File: config.mk
export PLATFORM = sky130hd
export DESIGN_NAME = mem_bus_ctrl
export DESIGN_NICKNAME = d
export VERILOG_FILES = /design/src/rtl/mem_bus_ctrl_pkg.sv /design/src/rtl/mem_bus_ctrl_addr_decoder.sv /design/src/rtl/mem_bus_ctrl.sv
export SDC_FILE = /design/constraint.sdc
export NUM_CORES = 1
export LEC_CHECK = 0
export BUFFER_PORTS_ARGS = -buffer_cell sky130_fd_sc_hd__buf_2
export CORE_UTILIZATION = 48
export DETAILED_ROUTE_END_ITERATION = 10
export PLACE_DENSITY = 0.8
export SETUP_SLACK_MARGIN = 0.2
export SLEW_MARGIN = 0
export SYNTH_ARGS = -nofsm -noshare
export SYNTH_HDL_FRONTEND = slang
export SYNTH_SLANG_ARGS = --single-unit
File: constraint.sdc
create_clock -name MCLK -period 2.9 [get_ports MCLK]
set_input_delay 0.29 -clock MCLK [delete_from_list [all_inputs] [get_ports MCLK]]
set_output_delay 0.29 -clock MCLK [all_outputs]
set_load 0.005 [all_outputs]
File: src/rtl/mem_bus_ctrl_pkg.sv
`default_nettype none
// ============================================================================
// Module      : mem_bus_ctrl_pkg
// Description : Memory map constants, controller state encoding and the
//               byte-lane helper shared by the bus controller files.
// Revision    : 1.0 - initial release
// ============================================================================
package mem_bus_ctrl_pkg;

    // Region map: peripherals, RAM, FRAM and interrupt vector table
    localparam logic [15:0] c_periph_base = 16'h0000;
    localparam logic [15:0] c_periph_len  = 16'h1000;
    localparam logic [15:0] c_ram_base    = 16'h1C00;
    localparam logic [15:0] c_ram_len     = 16'h0800;
    localparam logic [15:0] c_fram_base   = 16'h4400;
    localparam logic [15:0] c_fram_len    = 16'hBB80;
    localparam logic [15:0] c_ivt_base    = 16'hFF80;
    localparam logic [15:0] c_ivt_len     = 16'h0080;

    // Default wait states; FRAM is the only slow device
    localparam logic [3:0]  c_periph_ws   = 4'd0;
    localparam logic [3:0]  c_ram_ws      = 4'd0;
    localparam logic [3:0]  c_fram_ws     = 4'd1;
    localparam logic [3:0]  c_ivt_ws      = 4'd0;

    // RAM and IVT are write-protected from the CPU bus by default
    localparam logic [3:0]  c_wp_default  = 4'b1010;

    // Value returned on a failed read
    localparam logic [15:0] c_vacant      = 16'h3FFF;

    typedef enum logic [2:0] {
        ST_IDLE   = 3'd0,
        ST_WAIT   = 3'd1,
        ST_ACCESS = 3'd2,
        ST_RESP   = 3'd3,
        ST_ERR    = 3'd4
    } state_t;

    // Byte accesses use the lane picked by the address LSB; words use both
    function automatic logic [1:0] lane_enable(input logic bw, input logic a0);
        if (!bw) return 2'b11;
        return a0 ? 2'b10 : 2'b01;
    endfunction

endpackage
`default_nettype wire

File: src/rtl/mem_bus_ctrl_addr_decoder.sv
`default_nettype none
// ============================================================================
// Module      : mem_bus_ctrl_addr_decoder
// Description : Combinational region decoder. Returns hit flag, one-hot
//               region select and offset into the region; the lowest region
//               index wins when regions overlap.
// Revision    : 1.0 - initial release
// ============================================================================
module mem_bus_ctrl_addr_decoder #(
    parameter int                 NREG        = 4,
    parameter logic [NREG*16-1:0] REGION_BASE = '0,
    parameter logic [NREG*16-1:0] REGION_LEN  = '0
) (
    input  logic [15:0]     i_addr,
    output logic            o_hit,
    output logic [NREG-1:0] o_sel,
    output logic [15:0]     o_offset
);

    logic [NREG-1:0] w_match;

    // Range compare per region; 17 bits so base+len may reach 0x10000
    for (genvar gi = 0; gi < NREG; gi++) begin : g_region
        logic [16:0] w_a;
        logic [16:0] w_lo;
        logic [16:0] w_hi;
        assign w_a          = {1'b0, i_addr};
        assign w_lo         = {1'b0, REGION_BASE[gi*16 +: 16]};
        assign w_hi         = w_lo + {1'b0, REGION_LEN[gi*16 +: 16]};
        assign w_match[gi]  = (w_a >= w_lo) && (w_a < w_hi);
    end

    // Priority pick: scan downward so the lowest matching index is kept
    always_comb begin
        o_hit    = 1'b0;
        o_sel    = '0;
        o_offset = '0;
        for (int i = NREG - 1; i >= 0; i--) begin
            if (w_match[i]) begin
                o_hit    = 1'b1;
                o_sel    = '0;
                o_sel[i] = 1'b1;
                o_offset = i_addr - REGION_BASE[i*16 +: 16];
            end
        end
    end

endmodule
`default_nettype wire

File: src/rtl/mem_bus_ctrl.sv
`default_nettype none
// ============================================================================
// Module      : mem_bus_ctrl
// Description : CPU-bus to region bridge with registered read mux, per-region
//               wait states, write protection, byte lanes, ready handshake and
//               bus-error reporting.
// Revision    : 1.0 - initial release
// ============================================================================
module mem_bus_ctrl
    import mem_bus_ctrl_pkg::*;
#(
    parameter int                 NREG        = 4,
    parameter logic [NREG*16-1:0] REGION_BASE = {c_ivt_base, c_fram_base, c_ram_base, c_periph_base},
    parameter logic [NREG*16-1:0] REGION_LEN  = {c_ivt_len,  c_fram_len,  c_ram_len,  c_periph_len},
    parameter logic [NREG*4-1:0]  REGION_WS   = {c_ivt_ws,   c_fram_ws,   c_ram_ws,   c_periph_ws},
    parameter logic [NREG-1:0]    REGION_WP   = c_wp_default,
    parameter logic [15:0]        VACANT      = c_vacant
) (
    input  logic               MCLK,
    input  logic               rst,
    input  logic               MREQ,
    input  logic [15:0]        MAB,
    input  logic [15:0]        MDBwrite,
    input  logic               MW,
    input  logic               BW,
    output logic [15:0]        MDBread,
    output logic               MRDY,
    output logic               BUSERR,
    output logic [NREG-1:0]    reg_sel,
    output logic [15:0]        reg_addr,
    output logic [15:0]        reg_wdata,
    output logic               reg_we,
    output logic [1:0]         reg_be,
    input  logic [NREG*16-1:0] reg_rdata
);

    state_t            r_state;
    logic [3:0]        r_cnt;
    logic              r_mw;
    logic              r_bw;
    logic [NREG-1:0]   r_hit_sel;
    logic [15:0]       r_mdbread;
    logic              r_mrdy;
    logic              r_buserr;
    logic [NREG-1:0]   r_reg_sel;
    logic [15:0]       r_reg_addr;
    logic [15:0]       r_reg_wdata;
    logic              r_reg_we;
    logic [1:0]        r_reg_be;

    logic [15:0]       w_eff_addr;
    logic              w_dec_hit;
    logic [NREG-1:0]   w_dec_sel;
    logic [15:0]       w_dec_off;
    logic [3:0]        w_ws;
    logic              w_wp;
    logic [15:0]       w_rd_word;
    logic [15:0]       w_rd_fmt;

    // Word accesses are aligned down before decoding
    assign w_eff_addr = BW ? MAB : {MAB[15:1], 1'b0};

    mem_bus_ctrl_addr_decoder #(
        .NREG        (NREG),
        .REGION_BASE (REGION_BASE),
        .REGION_LEN  (REGION_LEN)
    ) u_dec (
        .i_addr   (w_eff_addr),
        .o_hit    (w_dec_hit),
        .o_sel    (w_dec_sel),
        .o_offset (w_dec_off)
    );

    // Per-region attribute lookup for the request and read-data mux for ACCESS
    always_comb begin
        w_ws      = '0;
        w_wp      = 1'b0;
        w_rd_word = '0;
        for (int i = 0; i < NREG; i++) begin
            if (w_dec_sel[i]) begin
                w_ws = REGION_WS[i*4 +: 4];
                w_wp = REGION_WP[i];
            end
            if (r_reg_sel[i]) begin
                w_rd_word = reg_rdata[i*16 +: 16];
            end
        end
    end

    // Byte reads return the addressed lane zero-extended
    assign w_rd_fmt = r_bw ? {8'h00, (r_reg_be[1] ? w_rd_word[15:8] : w_rd_word[7:0])}
                           : w_rd_word;

    // Access sequencer; all bus and region outputs are registered here
    always_ff @(posedge MCLK) begin
        if (!rst) begin
            r_state     <= ST_IDLE;
            r_cnt       <= '0;
            r_mw        <= 1'b0;
            r_bw        <= 1'b0;
            r_hit_sel   <= '0;
            r_mdbread   <= '0;
            r_mrdy      <= 1'b0;
            r_buserr    <= 1'b0;
            r_reg_sel   <= '0;
            r_reg_addr  <= '0;
            r_reg_wdata <= '0;
            r_reg_we    <= 1'b0;
            r_reg_be    <= '0;
        end else begin
            r_mrdy   <= 1'b0;
            r_buserr <= 1'b0;
            case (r_state)
                ST_IDLE: begin
                    if (MREQ) begin
                        r_mw        <= MW;
                        r_bw        <= BW;
                        r_hit_sel   <= w_dec_sel;
                        r_reg_addr  <= w_dec_off;
                        r_reg_wdata <= BW ? {MDBwrite[7:0], MDBwrite[7:0]} : MDBwrite;
                        r_reg_be    <= lane_enable(BW, MAB[0]);
                        if (!w_dec_hit || (MW && w_wp)) begin
                            r_state  <= ST_ERR;
                            r_mrdy   <= 1'b1;
                            r_buserr <= 1'b1;
                            if (!MW) begin
                                r_mdbread <= VACANT;
                            end
                        end else if (w_ws != 4'd0) begin
                            r_state <= ST_WAIT;
                            r_cnt   <= w_ws - 4'd1;
                        end else begin
                            r_state   <= ST_ACCESS;
                            r_reg_sel <= w_dec_sel;
                            r_reg_we  <= MW;
                        end
                    end
                end
                ST_WAIT: begin
                    if (r_cnt == 4'd0) begin
                        r_state   <= ST_ACCESS;
                        r_reg_sel <= r_hit_sel;
                        r_reg_we  <= r_mw;
                    end else begin
                        r_cnt <= r_cnt - 4'd1;
                    end
                end
                ST_ACCESS: begin
                    if (!r_mw) begin
                        r_mdbread <= w_rd_fmt;
                    end
                    r_reg_sel <= '0;
                    r_reg_we  <= 1'b0;
                    r_mrdy    <= 1'b1;
                    r_state   <= ST_RESP;
                end
                ST_RESP: r_state <= ST_IDLE;
                ST_ERR:  r_state <= ST_IDLE;
                default: r_state <= ST_IDLE;
            endcase
        end
    end

    assign MDBread   = r_mdbread;
    assign MRDY      = r_mrdy;
    assign BUSERR    = r_buserr;
    assign reg_sel   = r_reg_sel;
    assign reg_addr  = r_reg_addr;
    assign reg_wdata = r_reg_wdata;
    assign reg_we    = r_reg_we;
    assign reg_be    = r_reg_be;

endmodule
`default_nettype wire

==> impl_summary.log <==
[metrics] Core Rows: 31
[metrics] drt via density: 5.70
[metrics] Core Util, Final: 64.5%
[metrics] gate count after technology mapping: 453
[metrics] CTS buffer count: 9
[metrics] Critical R2R Capture: MDBread[14]
[metrics] synth unique cells: 56
[metrics] largest net degree at the start of global routing: 47
[metrics] post-route minimum period: 2440 ps
[metrics] Critical Path Slowest Stage Cell: sky130_fd_sc_hd__or3b_1
[metrics] synthesized area: 3740 um2
[metrics] CTS tree: done
[metrics] share of layout cells above drive strength 1: 32.9%
[metrics] final hold vios: 0
[metrics] critical path data required time: 3090 ps
[metrics] end point of the most critical hold path: reg_wdata[2]
[metrics] number of buffers inserted by hold repair at cts: 0
[metrics] launch point of the worst hold path: MDBwrite[2]
[metrics] category of the critical setup timing path: input pin to flop
[metrics] DRC viols: 0
[metrics] max_cap viols: 0
[metrics] total number of nets in the final design: 702
[metrics] start of the worst register-to-register path: reg_sel[0]
[metrics] register bit total from synthesis: 70
[metrics] length of the first detailed-routing pass in iterations: 5
[metrics] clock tree root driver cell: sky130_fd_sc_hd__clkbuf_8
[metrics] worst slew margin relative to its limit: 26.3%
[metrics] maximum clock frequency: 0.409 GHz
[metrics] run status: finished, final reports clean
[metrics] DP HPWL: 8200 um
[metrics] Cell Chain, Critical Path: buf_2 > inv_1 > ha_1 > or3b_1 > a21o_1 > or2_2 > and2_1 > mux2i_1 > ha_1 > a21boi_0 > mux2i_1 > a21oi_1
[metrics] Synth Warn #: 0
[metrics] Design Power: 2.61 mW
[metrics] portion of the post-synthesis area used by sequential elements: 37.4%
[metrics] die outline height: 90.3 um
[metrics] layout overhead on the synthesized area: 27.7%
[metrics] fin worst setup slack: 458 ps
[metrics] Tcrit/Tclk final: 84.2%
[metrics] largest stage delay on the critical path: 410 ps
[metrics] sum of overflow across all layers after global routing: 0
[metrics] Total Neg Setup Slack: 0 ps
[metrics] CP max FO: 7
[metrics] synthesized netlist net count: 559
[metrics] Horiz. Die Dim: 90.3 um
[metrics] global-route wire length before repair: 17,800 um
[metrics] synthesized area divided by synthesized cell count: 8.27 um2
[metrics] clock tree skew after final layout: 9.65 ps
[metrics] total routing resource utilization after global routing: 26.7%
[metrics] count of cells resized by post-cts repair: 0
[metrics] cell depth of the worst hold path: 3
[metrics] buffers inserted during post-CTS setup optimization: 0
[metrics] maximum resistive drop on vdd: 0.000320 V
[metrics] final number of setup-violating endpoints: 0
[metrics] Clk Latency, worst-skew pair: 350 ps
[metrics] reg-to-reg setup timing slack: 560 ps
[metrics] number of diodes added for antenna fixing: 0
[metrics] Fill cells: 667
[metrics] number of DRC markers in iteration 0: 285
[metrics] worst slack, placed: 177 ps
[metrics] initial cell density of the core: 50.5%
[metrics] number of port buffers: 157
[metrics] number of clock sinks: 70
[metrics] worst hold-check path type: input pin to flop
[metrics] Slew Limit Fails: 0
[metrics] total die area: 8160 um2
[metrics] Least-Margin Pin Slew: 1100 ps
[metrics] Max Root-Sink Buffers: 2
[metrics] capturing element type of the critical path: flop
[metrics] maximum level of the CTS H-tree: 3
[metrics] Arrival @ worst endpoint: 2630 ps
[metrics] wire length reported by the detailed router: 11,000 um
[metrics] number of top-level design ports: 158
[metrics] antenna violations before repair: 0
[metrics] routability congestion estimate: 0.889
[metrics] post-CTS clock slew at the launch and capture registers of the worst setup and hold paths: 70 ps
[metrics] crit path from: MAB[10]
[metrics] CP Launch Type: input pin
[metrics] RSZ-0062 raised after global routing: no
[metrics] Wirelength per Cell: 15.7 um
[metrics] via total after detailed routing: 3,990
[metrics] power density relative to cell area: 546 nW/um2
[metrics] remaining number of nets flagged by the antenna check after routing: 0
[metrics] number of global-route vias before repair: 3,757
[metrics] leakage power: 2.15 nW
[metrics] core region area: 7410 um2
[metrics] length in cells of the worst reg-to-reg path: 6
==> layout by cell type, fill, tap and decap left out, types with 7 or more instances in the layout <==
cell	instances
sky130_fd_sc_hd__nor3_1	25
sky130_fd_sc_hd__buf_4	10
sky130_fd_sc_hd__o21ai_0	7
sky130_fd_sc_hd__o221a_1	13
sky130_fd_sc_hd__nand3_1	12
sky130_fd_sc_hd__nand2_1	43
sky130_fd_sc_hd__a22oi_1	10
sky130_fd_sc_hd__a21oi_1	54
sky130_fd_sc_hd__a221oi_1	16
sky130_fd_sc_hd__a211oi_1	17
sky130_fd_sc_hd__dfxtp_1	70
sky130_fd_sc_hd__buf_2	157
sky130_fd_sc_hd__nor2b_1	21
sky130_fd_sc_hd__mux2i_1	13
sky130_fd_sc_hd__nor2_1	39
sky130_fd_sc_hd__clkbuf_8	12
==> sequential cells by signal, indices dropped and copies added (netlist names) <==
register	count
reg_addr	16
r_hit_sel	4
reg_be	2
r_state	3
r_mw	1
r_bw	1
BUSERR	1
reg_wdata	16
reg_sel	4
MDBread	16
MRDY	1
reg_we	1
r_cnt	4
==> synth_stat cells (all sizes together) <==
cell | number | area, um2
a21oi | 54 | 270
and3 | 3 | 18.8
buf | 8 | 41.3
nor2 | 39 | 146
a22oi | 10 | 75.1
a21boi | 1 | 7.51
o211ai | 1 | 7.51
or2 | 4 | 25.0
a2111oi | 2 | 17.5
nor3b | 2 | 20.0
o32ai | 1 | 8.76
clkbuf | 27 | 101
nand2 | 43 | 161
o41ai | 3 | 41.3
xor2 | 5 | 43.8
a31oi | 1 | 6.26
o21ai | 7 | 35.0
a32oi | 1 | 8.76
or3b | 1 | 8.76
nand4 | 1 | 6.26
a211oi | 18 | 140
inv | 5 | 18.8
xnor2 | 2 | 17.5
o31a | 1 | 8.76
o311a | 1 | 21.3
a211o | 1 | 8.76
o221a | 14 | 158
nand3b | 3 | 22.5
or3 | 6 | 37.5
o21a | 2 | 15.0
or4 | 2 | 18.8
a311oi | 2 | 17.5
nand2b | 3 | 18.8
dfxtp | 70 | 1400
a221oi | 16 | 140
o31ai | 2 | 20.0
o22ai | 2 | 12.5
a21o | 6 | 45.0
nor2b | 21 | 131
mux2i | 13 | 130
nand3 | 12 | 60.1
and2 | 4 | 25.0
nor4 | 2 | 27.5
ha | 5 | 62.6
nor3 | 26 | 135
==> report_power, final <==
part | switching, mW | total (mW) | internal (mW) | leakage (nW)
combinational | 0.417 | 0.732 | 0.315 | 1.48
clock | 0.369 | 0.751 | 0.382 | 0.0950
sequential | 0.0761 | 1.13 | 1.05 | 0.573
==> worst max path at each step <==
stage | to | depth (start not counted) | slack (ps)
2_1_floorplan | r_cnt[2] | 12 | 430
3_3_place_gp | r_cnt[2] | 12 | 270
5_1_grt | MDBread[15] | 6 | 270
6_report | r_cnt[2] | 12 | 460
3_5_place_dp | r_cnt[2] | 12 | 180
4_1_cts | r_cnt[2] | 12 | 500
==> layout make-up <==
| class | instances | area, um2 | share of cell area (%) |
|---|---|---|---|
| Clock buffer | 12 | 165 | 3.45 |
| Clock inverter | 4 | 28.8 | 0.602 |
| Inverter | 5 | 18.8 | 0.393 |
| Multi-Input combinational cell | 343 | 2180 | 45.6 |
| Sequential cell | 70 | 1400 | 29.3 |
| Tap cell | 99 | 124 | 2.59 |
| Timing Repair Buffer | 167 | 861 | 18.0 |
==> stage by stage <==
step	std cells	hold slack, ps	area, um2
floorplan	453	405	3740
global placement	684	437	4590
detailed placement	684	450	4590
CTS	700	180	4780
global route	700	191	4780
finish	700	191	4780
==> cell families after synthesis <==
logic type | Yosys count | synth area share [%]
DFF | 70 | 37.4
xor gates and xnor gates | 7 | 1.64
adders and majority gates | 5 | 1.67
muxes | 13 | 3.47
AOI/OAI and AO/OA | 146 | 28.4
buffers and inverters | 40 | 4.31
and+or+nand+nor | 172 | 23.1
==> critical path: cells and delay by family <==
kind	cells	cell delay [ps]
simple gates	3	880
fa+ha+maj	2	460
compound gates	3	440
mux	2	330
buf+inv	2	240
==> layer usage <==
metal  vias to the layer above  GRT usage, %  part of all wire [%]
met5                         -             0                     0
met4                         0          7.66                  0.80
met3                         9          5.98                   7.5
met2                       168          44.2                    47
met1                      1850          34.7                    44
li1                       1963             -                     -
Note: power is estimated with default switching activity, not from simulation.
